==> config.mk <==
export PLATFORM = sky130hd
export DESIGN_NAME = pixel_writer
export DESIGN_NICKNAME = d
export VERILOG_FILES = /design/src/rtl/pixel_writer_pkg.sv /design/src/rtl/pixel_fifo.sv /design/src/rtl/pixel_writer.sv
export SDC_FILE = /design/constraint.sdc
export NUM_CORES = 1
export LEC_CHECK = 0
export BUFFER_PORTS_ARGS = -buffer_cell sky130_fd_sc_hd__buf_4
export CORE_ASPECT_RATIO = 0.7
export CORE_UTILIZATION = 52
export DETAILED_ROUTE_END_ITERATION = 10
export PLACE_DENSITY = 0.75
export SYNTH_ARGS = -nofsm -noshare
export SYNTH_HDL_FRONTEND = slang
export SYNTH_SLANG_ARGS = --single-unit
==> constraint.sdc <==
create_clock -name clk -period 5.9 [get_ports clk]
set_input_delay 0 -clock clk [delete_from_list [all_inputs] [get_ports clk]]
set_output_delay 0 -clock clk [all_outputs]
set_load 0.01 [all_outputs]
==> src/rtl/pixel_writer_pkg.sv <==
// Shared types and defaults for the pixel writer.
// Optional write counter enabled by PIXEL_WRITER_COUNT_EN.
package pixel_writer_pkg;

  localparam int PW_ADDR_W = 32;
  localparam int PW_DATA_W = 32;

  typedef enum logic {
    IDLE,
    WRITE
  } pw_state_t;

  typedef struct packed {
    logic [PW_ADDR_W-1:0] addr;
    logic [PW_DATA_W-1:0] data;
  } pw_entry_t;

endpackage

==> src/rtl/pixel_fifo.sv <==
// Small synchronous FIFO holding pending pixel writes.
// Push is ignored when full; pop is ignored when empty.
module pixel_fifo #(
  parameter int DEPTH = 4,
  parameter int W     = 64
) (
  input  logic         clk,
  input  logic         n_rst,
  input  logic         push,
  input  logic         pop,
  input  logic [W-1:0] din,
  output logic [W-1:0] head,
  output logic         full,
  output logic         empty
);

  localparam int AW = $clog2(DEPTH);

  logic [W-1:0]  mem_q [DEPTH];
  logic [AW-1:0] wr_ptr_q, wr_ptr_d;
  logic [AW-1:0] rd_ptr_q, rd_ptr_d;
  logic [AW:0]   count_q, count_d;
  logic          do_push, do_pop;

  assign full    = (count_q == (AW+1)'(DEPTH));
  assign empty   = (count_q == '0);
  assign do_push = push && !full;
  assign do_pop  = pop && !empty;
  assign head    = mem_q[rd_ptr_q];

  // Power-of-two depth lets the pointers wrap naturally.
  always_comb begin
    wr_ptr_d = wr_ptr_q + AW'(do_push);
    rd_ptr_d = rd_ptr_q + AW'(do_pop);
    count_d  = count_q;
    case ({do_push, do_pop})
      2'b10:   count_d = count_q + 1'b1;
      2'b01:   count_d = count_q - 1'b1;
      default: count_d = count_q;
    endcase
  end

  always_ff @(posedge clk or negedge n_rst) begin
    if (!n_rst) begin
      wr_ptr_q <= '0;
      rd_ptr_q <= '0;
      count_q  <= '0;
    end else begin
      wr_ptr_q <= wr_ptr_d;
      rd_ptr_q <= rd_ptr_d;
      count_q  <= count_d;
    end
  end

  always_ff @(posedge clk) begin
    if (do_push) mem_q[wr_ptr_q] <= din;
  end

endmodule

==> src/rtl/pixel_writer.sv <==
// Buffers selected pixels and issues them as master writes.
// Define PIXEL_WRITER_COUNT_EN to add the pix_count port.
module pixel_writer
  import pixel_writer_pkg::*;
#(
  parameter int DEPTH  = 4,
  parameter int ADDR_W = PW_ADDR_W,
  parameter int DATA_W = PW_DATA_W
) (
  input  logic              clk,
  input  logic              n_rst,
  input  logic              found,
  input  logic [ADDR_W-1:0] sel_address,
  input  logic [DATA_W-1:0] sel_data,
  output logic              accept,
  output logic [ADDR_W-1:0] wr_address,
  output logic [DATA_W-1:0] wr_data,
  output logic              wr_write,
  input  logic              wr_waitrequest,
  output logic              fifo_full,
  output logic              fifo_empty
`ifdef PIXEL_WRITER_COUNT_EN
  ,
  output logic [31:0]       pix_count
`endif
);

  localparam int EW = ADDR_W + DATA_W;

  pw_state_t         state_q, state_d;
  logic [ADDR_W-1:0] wr_address_q, wr_address_d;
  logic [DATA_W-1:0] wr_data_q, wr_data_d;
  logic              wr_write_q, wr_write_d;
  logic              fifo_pop;
  logic [EW-1:0]     head;

  assign accept     = found && !fifo_full;
  assign wr_address = wr_address_q;
  assign wr_data    = wr_data_q;
  assign wr_write   = wr_write_q;

  pixel_fifo #(
    .DEPTH(DEPTH),
    .W    (EW)
  ) u_fifo (
    .clk  (clk),
    .n_rst(n_rst),
    .push (accept),
    .pop  (fifo_pop),
    .din  ({sel_address, sel_data}),
    .head (head),
    .full (fifo_full),
    .empty(fifo_empty)
  );

  always_comb begin
    state_d      = state_q;
    wr_address_d = wr_address_q;
    wr_data_d    = wr_data_q;
    wr_write_d   = wr_write_q;
    fifo_pop     = 1'b0;
    case (state_q)
      IDLE: begin
        if (!fifo_empty) begin
          wr_address_d = head[EW-1:DATA_W];
          wr_data_d    = head[DATA_W-1:0];
          wr_write_d   = 1'b1;
          fifo_pop     = 1'b1;
          state_d      = WRITE;
        end
      end
      WRITE: begin
        // Chain the next head straight in to avoid a bubble.
        if (!wr_waitrequest) begin
          if (!fifo_empty) begin
            wr_address_d = head[EW-1:DATA_W];
            wr_data_d    = head[DATA_W-1:0];
            fifo_pop     = 1'b1;
          end else begin
            wr_write_d = 1'b0;
            state_d    = IDLE;
          end
        end
      end
    endcase
  end

  always_ff @(posedge clk or negedge n_rst) begin
    if (!n_rst) begin
      state_q      <= IDLE;
      wr_address_q <= '0;
      wr_data_q    <= '0;
      wr_write_q   <= 1'b0;
    end else begin
      state_q      <= state_d;
      wr_address_q <= wr_address_d;
      wr_data_q    <= wr_data_d;
      wr_write_q   <= wr_write_d;
    end
  end

`ifdef PIXEL_WRITER_COUNT_EN
  logic [31:0] pix_count_q, pix_count_d;

  assign pix_count = pix_count_q;

  always_comb begin
    pix_count_d = pix_count_q + 32'(wr_write_q && !wr_waitrequest);
  end

  always_ff @(posedge clk or negedge n_rst) begin
    if (!n_rst) pix_count_q <= '0;
    else        pix_count_q <= pix_count_d;
  end
`endif

endmodule

==> impl_metrics.toml, run 1 <==
[cts]
numCtsBuffers = 29
cts_setup_buffers = 0
root_buffer = "clkbuf_16"
cts.clk_slew.worst_paths_ns = 0.06
htreeDepth = 1
clk-insertion-delay-late_ns = 0.53
cts_buffer_depth = 3
cts_sinks = 329
cts_tree = "yes"
cts_resized = 0

[hold_path]
hp-class = "input port to register"

[pwr]
p_comb_share_pct = 26.7
p_seq_share_pct = 49.1
internal_power_uw = 5320
vdd_ir_drop_max_mv = 0.294
power_uw = 7330
clkPwrFrac_pct = 24.2
p_leak_uw = 0.00540
p_per_area_mw_per_mm2 = 490
p_sw_uw = 2010
p_sw_share_pct = 27.4

[synthesis]
yosys_most_used_dff = "edfxtp_1"
ys_ff_latch = 329
ys_top_cells_by_area = "edfxtp_1 (63%), dfrtp_1 (15%), mux4_2 (11%)"
ys_warn_count = 0
yosysUniqueCellTypes = 26
synth_most_common_cell = "edfxtp_1"
synth_top_area_share_pct = 63.4
syn-num-nets = 580
ys_seq_area_share_pct = 78.4
synth_enable_flop_cells = 256
yosys-top-cells-count = "edfxtp_1 (256), dfrtp_1 (73), mux2_2 (64), mux4_2 (60), buf_6 (8)"
avgSynthCellArea_sq_um = 23.9
syn-cell-area_sq_mm = 0.0121
synthCells = 508
yosys.area.top_type = "edfxtp_1"
synthArstFlopShare_pct = 22.2

[critical_path]
required_ns = 6.32
worstSetupStartpointType = "register"
cpPeakStageDelay_ns = 0.76
cp_slowest_cell = "nand2_4"
path_cells = "or3_4, nand2_4, inv_1, ha_1, inv_1, fa_1, xor2_1, nor2_1, xor2_1"
cp-end-kind = "register"
path_class = "register to register"
path_max_fanout = 65
r2r_slack_ns = 3.11
critPathArrivalTime_ns = 3.21

[sta]
worst_slew_pin_slew_ns = 1.02
maxSlewViolCount = 0
rsz0062_at_grt = "no"
maxSlewHeadroom_pct = 31.9
hold-worst-slack_ns = 0.0153
min_period_ns = 2.79
final_hold_viol_count = 0
max_freq_mhz = 358
finalSetupViolCount = 0
fin_ws_ns = 3.11
period_share_pct = 47.3
finClkSkew_ns = 0.00868

[finish]
final_layout_size_suffix_gt1_share_pct = 41.7
num-fill-cells = 1507
post-route-util_pct = 65.6
instances_no_fill = 1060
synthToLayoutAreaGrowth_pct = 23.3
antenna_cells = 0
multi_input_area_sq_mm = 0.00240
regArea_sq_mm = 0.00952
finalNetCount = 798

[global_routing]
grt_pass1_vias = 6292
grt-ovfl-total = 0
grt_use_total_pct = 19.0
grt_max_degree = 66
antenna_found_initial = 0
grt_pass1_wl_um = 34000

[route]
wl_met3_um = 1140
vias = 5718
drc = 0
dr.max_layer_used = "met4"
antenna_left = 0
via_per_inst = 5.39
m1WireLength_um = 9500
drt-total-wl_um = 21900
routedWlPerCell_um = 20.7
drt_iter0_markers = 314
dr.pass1.iters = 4
routed-wl-met2_um = 10900

[die]
io_pins = 136
rows = 46
die_w_um = 185
dieArea_sq_mm = 0.0240
core_sq_mm = 0.0228
initial_core_util_pct = 53.2
die_height_um = 130

[place]
hpwl_um = 11800
place_ws_ns = 3.08
port_buffers = 135
place_congestion = 0.712
dp_cells = 939

[outcome]
status = "finished clean"

[run]
cap_violations = 0
state kept, by name, indices dropped and copies added, names as in the netlist:
register,count
u_fifo.mem_q,256
wr_address,32
wr_data,32
u_fifo.count_q,3
u_fifo.rd_ptr_q,2
u_fifo.wr_ptr_q,2
state_q,1
wr_write,1
placed cells by master, fill, tap and decap left out:
cell type,n
mux2_2,64
and3_4,1
clkbuf_8,1
nand2_1,2
clkbuf_16,29
or3_4,1
nor3b_1,1
clkinv_2,7
fa_1,1
a21oi_1,1
nand2_4,1
ha_1,3
mux4_1,4
dfrtp_4,2
nor3_2,1
clkbuf_1,10
buf_4,140
bufinv_16,2
mux2i_1,1
inv_1,6
clkinv_1,4
o21ai_0,1
edfxtp_1,256
mux4_2,60
nand2b_1,1
nor2_1,2
xnor2_1,1
buf_12,1
xor2_1,4
dfrtp_1,71
dlygate4sd3_1,67
nor3b_2,2
metal layers:
metal,track usage (%),up-vias
met5,0,-
met4,3.48,0
met3,3.29,27
met2,32.9,164
met1,26.1,3018
li1,-,2509
per-stage QoR:
step	area, sq um	setup TNS (ns)
after floorplan	12100	-20.36
after global placement	13400	0
after detailed placement	13400	0
after CTS	15000	0
after global routing	15000	0
final	15000	0
cells by family (layout without fill, tap and decap cells):
group / after synthesis / after routing / share of synthesized area [%]
flip-flops: 329 / 329 / 78.4
multiplexers: 129 / 129 / 18.0
buffers and inverters: 27 / 267 / 2.05
AND/OR/NAND/NOR: 12 / 12 / 0.598
XOR/XNOR: 5 / 5 / 0.361
adder cells (fa/ha/maj): 4 / 4 / 0.474
AO/OA/AOI/OAI: 2 / 2 / 0.0824
critical path, delay by kind of cell (launching register included):
family / cells / cell delay, ns
adders and majority gates: 2 / 0.44
and+or+nand+nor: 3 / 1.26
DFF: 1 / 0.41
xor gates and xnor gates: 2 / 0.31
buffers and inverters: 2 / 0.25
repair_timing:
action | in CTS | in global routing
endpoints found under the hold margin | 287 | 0
setup endpoints to repair | 0 | 0
hold buffers | 68 | 0
power groups by stage:
stage	Sequential [uW]	Clock [uW]	Combinational [uW]
after floorplan	3530	0	1370
after global placement	3610	0	1910
after detailed placement	3650	0	1950
after CTS	3610	1820	2000
after global routing	3670	1910	2110
final	3590	1780	1960
worst paths after layout:
kind                                   startpoint                 end  cells past startpoint
worst max-delay path            u_fifo.count_q[2]   u_fifo.count_q[2]                      9
worst min-delay path                        found  u_fifo.wr_ptr_q[0]                      4
worst max register to register  u_fifo.count_q[2]   u_fifo.count_q[2]                      9
worst min register to register            state_q            wr_write                      1
max in group asynchronous                   n_rst  u_fifo.rd_ptr_q[0]                      4
min in group asynchronous                   n_rst          wr_data[6]                      4
layout make-up:
class | count | area share [%]
repair buffers | 208 | 11.6
well taps | 312 | 2.61
flip-flops and latches | 329 | 63.7
clock buffers | 40 | 5.19
multi-input cells | 152 | 16.0
inverters | 6 | 0.151
clock inverters | 13 | 0.736
Note: power is estimated with default switching activity, not from simulation.
==> inputs of run 2 (changes only) <==
==> constraint.sdc (replaced) <==
create_clock -name clk -period 2.2 [get_ports clk]
set_input_delay 0 -clock clk [delete_from_list [all_inputs] [get_ports clk]]
set_output_delay 0 -clock clk [all_outputs]
set_load 0.01 [all_outputs]
==> run 2 against run 1 <==
Routed wire length is 7.2% higher. Total power grew to 2.8 times the previous value. Final cell count is 1.2% higher. Die area stayed put. Global-route usage is 0.82 points higher. Clock power grew to 2.9 times the previous value. Setup slack worse by 2.9 ns. Fmax is 39% higher. Core utilization is 1.6 points higher. Combinational power grew to 3.1 times the previous value. Critical endpoint unchanged.
==> impl_metrics.toml, run 2 (same netlist as run 1, synthesis figures left out) <==
[finish]
largest_reg_flops = 256
finalNetCount = 811
final_cell_mix = "edfxtp_1 (256), buf_4 (139), dfrtp_1 (71), dlygate4sd3_1 (67), mux2_2 (64)"
final_common_cell = "edfxtp_1"
largest_register = "u_fifo.mem_q"
final_layout_size_suffix_gt1_share_pct = 43.8
postLayoutCellArea_sq_mm = 0.0153
antenna_cells = 0
synthToLayoutAreaGrowth_pct = 26.4

[cts]
cts.clk_slew.worst_paths_ns = 0.07
htreeDepth = 1
root_buffer = "clkbuf_16"
cts_buffer_depth = 3
cts_resized = 0
cts_tree = "yes"
clk-insertion-delay-late_ns = 0.54
numCtsBuffers = 30
cts_sinks = 329

[critical_path]
path_cells = "nor3b_4, nand2b_4, ha_1, inv_1, fa_1, xor2_1, nor2_1, xor2_1"
required_ns = 2.66
critPathArrivalTime_ns = 2.47
cpMostUsedCell = "xor2_1"
path_class = "register to register"
cp_slowest_cell = "dfrtp_1"
crit_buf_inv = 1
worstSetupStartpointType = "register"
cpPeakStageDelay_ns = 0.44
path_max_fanout = 4
cp-end-kind = "register"
critPathTopFamily = "adder cells"

[global_routing]
grt-ovfl-total = 0
grt_pass1_vias = 6288
grt_pass1_wl_um = 35200
antenna_found_initial = 0
grt_use_total_pct = 19.8
grt_max_degree = 65

[route]
drt-total-wl_um = 23500
antenna_left = 0
via_per_inst = 5.42
dr.pass1.iters = 4
drt_iter0_markers = 296
routedWlPerCell_um = 21.9
drc = 0
vias = 5814

[pwr]
power_uw = 20500
vdd_ir_drop_max_mv = 0.860
p_leak_uw = 0.00558
p_per_area_mw_per_mm2 = 1340

[sta]
rsz0062_at_grt = "no"
final_hold_viol_count = 0
period_share_pct = 91.3
maxSlewViolCount = 0
finalSetupViolCount = 0
min_period_ns = 2.01
max_freq_mhz = 498
maxSlewHeadroom_pct = 55.5
finClkSkew_ns = 0.0118
worst_slew_pin_slew_ns = 0.667

[place]
place_congestion = 0.770
hpwl_um = 13000
dpl_cell_area_sq_mm = 0.0137
port_buffers = 135

[die]
dieArea_sq_mm = 0.0240
initial_core_util_pct = 53.2
rows = 46
die_w_um = 185
die_height_um = 130
io_pins = 136
core_sq_mm = 0.0228

[run]
cap_violations = 0

[hold_path]
hp-class = "input port to async pin"

[outcome]
status = "finished clean"
[run 2: per-stage QoR]
stage               worst slack, ns  util, %  TNS (ns)  std cells  hold slack (ns)
floorplan                    -0.628        -   -111.61        508           -0.296
global placement              0.187     60.0         0        950           0.0614
detailed placement            0.142     60.0         0        950           0.0647
CTS                           0.109     67.2         0       1071           0.0477
global route                 0.0609     67.3         0       1073           0.0652
finish                        0.191     67.3         0       1073           0.0283
[run 2: repair_timing]
item | 4_1_cts | 5_1_grt
endpoints found under the hold margin | 333 | 0
endpoints found under the setup margin | 0 | 1
hold buffers | 67 | 0
buffers inserted | 0 | 2
[run 2: layer usage]
metal / part of all wire (%) / global-route usage (%) / vias to the layer above
met1: 44 / 27.1 / 3073
met3: 4.8 / 3.54 / 33
met5: 0 / 0 / -
li1: - / - / 2539
met2: 50 / 33.7 / 169
met4: 1.9 / 4.85 / 0
[run 2: report_power, final]
part	internal, uW	switching (uW)	total, uW	leakage, uW
registers	8490	824	9320	0.00319
logic	3410	2710	6120	0.00190
clock network	2960	2140	5100	0.000488
total	14900	5680	20500	0.00558
[run 2: final timing paths]
kind | startpoint | slack (ns) | cells past startpoint | end
setup reg to reg | u_fifo.count_q[0] | 0.19 | 8 | u_fifo.count_q[2]
min in group clk | sel_data[23] | 0.20 | 2 | u_fifo.mem_q[0][23]
max in group asynchronous | n_rst | 1.54 | 3 | wr_data[1]
setup / recovery | u_fifo.count_q[0] | 0.19 | 8 | u_fifo.count_q[2]
hold reg to reg | state_q | 0.45 | 1 | wr_write
hold / removal | n_rst | 0.03 | 2 | wr_data[7]
[run 2: worst reg2reg max path, stage by stage (launching register included)]
cell and delay, ns:
dfrtp_1 0.44, nor3b_4 0.21, nand2b_4 0.18, ha_1 0.19
inv_1 0.07, fa_1 0.43, xor2_1 0.15, nor2_1 0.11
xor2_1 0.16
[run 2: area by class of cell]
class / count / area [sq um]
Sequential cell: 329 / 9520
Fill cell: 1454 / 7460
Multi-Input combinational cell: 152 / 2430
Timing Repair Buffer: 220 / 1990
Clock buffer: 42 / 867
Tap cell: 312 / 390
Clock inverter: 12 / 108
Inverter: 6 / 22.5
==> inputs of run 3 (changes only) <==
--- a/config.mk
+++ b/config.mk
@@ -5,11 +5,13 @@
 export SDC_FILE = /design/constraint.sdc
 export NUM_CORES = 1
 export LEC_CHECK = 0
+export ABC_AREA = 1
 export BUFFER_PORTS_ARGS = -buffer_cell sky130_fd_sc_hd__buf_4
+export CAP_MARGIN = 25
 export CORE_ASPECT_RATIO = 0.7
-export CORE_UTILIZATION = 52
+export CORE_UTILIZATION = 53
 export DETAILED_ROUTE_END_ITERATION = 10
-export PLACE_DENSITY = 0.75
+export PLACE_DENSITY_LB_ADDON = 0.3
 export SYNTH_ARGS = -nofsm -noshare
 export SYNTH_HDL_FRONTEND = slang
 export SYNTH_SLANG_ARGS = --single-unit
==> run 3 against run 2 <==
Combinational power up 23%. Highest routed layer unchanged. Worst hold slack better by 0.0074 ns. Largest power group unchanged. Fmax up 8.1%.
==> impl_metrics.toml, run 3 <==
[die]
io_pins = 136
core_sq_mm = 0.0250
dieArea_sq_mm = 0.0264
die_w_um = 194
initial_core_util_pct = 54.7
rows = 48
die_height_um = 136

[run]
cap_violations = 0

[critical_path]
startpoint = "u_fifo.count_q[0]"
r2r_end = "u_fifo.count_q[2]"
reg2reg_depth = 9
crit_buf_inv = 2
critPathArrivalTime_ns = 2.29
path_depth = 9
reg2reg_from = "u_fifo.count_q[0]"
endpoint = "u_fifo.count_q[2]"
critPathTopFamily = "adder cells"
cp_slowest_cell = "fa_1"
required_ns = 2.63
worstSetupStartpointType = "register"
cp-end-kind = "register"
path_cells = "inv_2, nand2_2, o21ai_4, ha_1, inv_1, fa_1, nand2_1, nand3_1, xor2_1"
r2r_slack_ns = 0.34
path_max_fanout = 3
path_class = "register to register"
cpPeakStageDelay_ns = 0.43

[sta]
worst_slew_pin_slew_ns = 0.891
max_freq_mhz = 538
finalSetupViolCount = 0
hold-worst-slack_ns = 0.0357
rsz0062_at_grt = "no"
maxSlewViolCount = 0
min_period_ns = 1.86
period_share_pct = 84.5
maxSlewHeadroom_pct = 40.6
final_hold_viol_count = 0
finClkSkew_ns = 0.00855

[cts]
cts_buffer_depth = 3
root_buffer = "clkbuf_16"
numCtsBuffers = 31
cts_tree = "yes"
htreeDepth = 1
cts_sinks = 329
clk-insertion-delay-late_ns = 0.55
cts.clk_slew.worst_paths_ns = 0.06

[synthesis]
synthArstFlopShare_pct = 22.2
syn-num-nets = 1394
ys_warn_count = 0
synth_enable_flop_cells = 256
yosys-top-cells-count = "nand2_1 (519), inv_1 (265), edfxtp_1 (256), nand3_1 (129), dfrtp_1 (73)"
syn-cell-area_sq_mm = 0.0137
ys_top_cells_by_area = "edfxtp_1 (56%), nand2_1 (14%), dfrtp_1 (13%)"
yosys_most_used_dff = "edfxtp_1"
synthCells = 1322
avgSynthCellArea_sq_um = 10.3
ys_ff_latch = 329
synth_most_common_cell = "nand2_1"
ys_seq_area_share_pct = 69.6
synth_top_area_share_pct = 56.2
yosysUniqueCellTypes = 21
yosys.area.top_type = "edfxtp_1"

[finish]
instances_no_fill = 1872
synthToLayoutAreaGrowth_pct = 23.0
final_common_cell = "nand2_1"
antenna_cells = 0
largest_reg_flops = 256
final_cell_mix = "nand2_1 (518), inv_1 (265), edfxtp_1 (256), buf_4 (143), nand3_1 (129)"
final_layout_size_suffix_gt1_share_pct = 14.2
finalNetCount = 1595
post-route-util_pct = 67.3
largest_register = "u_fifo.mem_q"

[route]
drc = 0
dr.max_layer_used = "met4"
routed-wl-met2_um = 13200
vias = 9082
wl_met3_um = 1580
via_per_inst = 4.85
dr.pass1.iters = 5
drt_iter0_markers = 580
antenna_left = 0
routedWlPerCell_um = 15.0
m1WireLength_um = 12900
drt-total-wl_um = 28100

[pwr]
power_uw = 22100
vdd_ir_drop_max_mv = 1.01
p_per_area_mw_per_mm2 = 1310
p_leak_uw = 0.00801

[place]
dp_cells = 1747
place_congestion = 0.721
hpwl_um = 16000
port_buffers = 135

[global_routing]
grt-ovfl-total = 0
grt_pass1_wl_um = 44900
grt_max_degree = 66
antenna_found_initial = 1
grt_pass1_vias = 8678
grt_use_total_pct = 21.7

[outcome]
status = "finished clean"

[hold_path]
hp-class = "input port to async pin"
run 3: routing by layer:
| layer | vias up | track usage [%] |
|---|---|---|
| li1 | 4486 | - |
| met1 | 4304 | 30.3 |
| met2 | 262 | 36.9 |
| met3 | 30 | 3.18 |
| met4 | 0 | 4.19 |
| met5 | - | 0 |
run 3: per-stage QoR:
step	area (sq um)	worst slack (ns)	TNS, ns
after global routing	16800	0.217	0
after global placement	15100	0.372	0
after floorplan	13700	-0.433	-102.00
final	16800	0.342	0
after CTS	16800	0.321	0
after detailed placement	15100	0.333	0
run 3: cell families (layout without fill, tap and decap cells):
family / count (synthesis) / after routing / share of synthesized area (%)
XOR/XNOR: 4 / 4 / 0.256
buffers and inverters: 326 / 551 / 10.2
flip-flops: 329 / 329 / 69.6
adder cells (fa/ha/maj): 4 / 4 / 0.421
AO/OA/AOI/OAI: 3 / 3 / 0.128
AND/OR/NAND/NOR: 656 / 656 / 19.4
run 3: report_power, final:
| group | leakage (uW) | total, uW | internal [uW] | switching, uW |
|---|---|---|---|---|
| clock | 0.000512 | 5440 | 3240 | 2210 |
| sequential | 0.00323 | 9140 | 8460 | 672 |
| combinational | 0.00428 | 7500 | 2740 | 4760 |
| total | 0.00801 | 22100 | 14400 | 7640 |
run 3: tightest hold or removal path, delay by kind of cell:
family,cells,cell delay [ns]
buf+inv,3,0.93
run 3: area by class of cell:
type	instances	area, sq um
Sequential cell	329	9520
Fill cell	1839	8170
Multi-Input combinational cell	667	2810
Timing Repair Buffer	223	2000
Inverter	271	1020
Clock buffer	46	882
Tap cell	325	407
Clock inverter	11	164
run 3: timing repair:
action	4_1_cts	5_1_grt
hold buffers	68	0
resized for setup	0	0
setup endpoints to repair	0	0
endpoints found under the hold margin	333	0
setup buffers	0	0
run 3: worst min-delay path by stage:
stage / from / endpoint / slack (ns) / cells past startpoint
floorplan: n_rst / state_q / -0.30 / 0
global placement: n_rst / wr_data[2] / -0.01 / 1
detailed placement: n_rst / wr_data[2] / -0.01 / 1
CTS: n_rst / wr_data[2] / 0.02 / 3
global route: n_rst / wr_data[2] / 0.04 / 3
finish: n_rst / wr_address[31] / 0.04 / 3
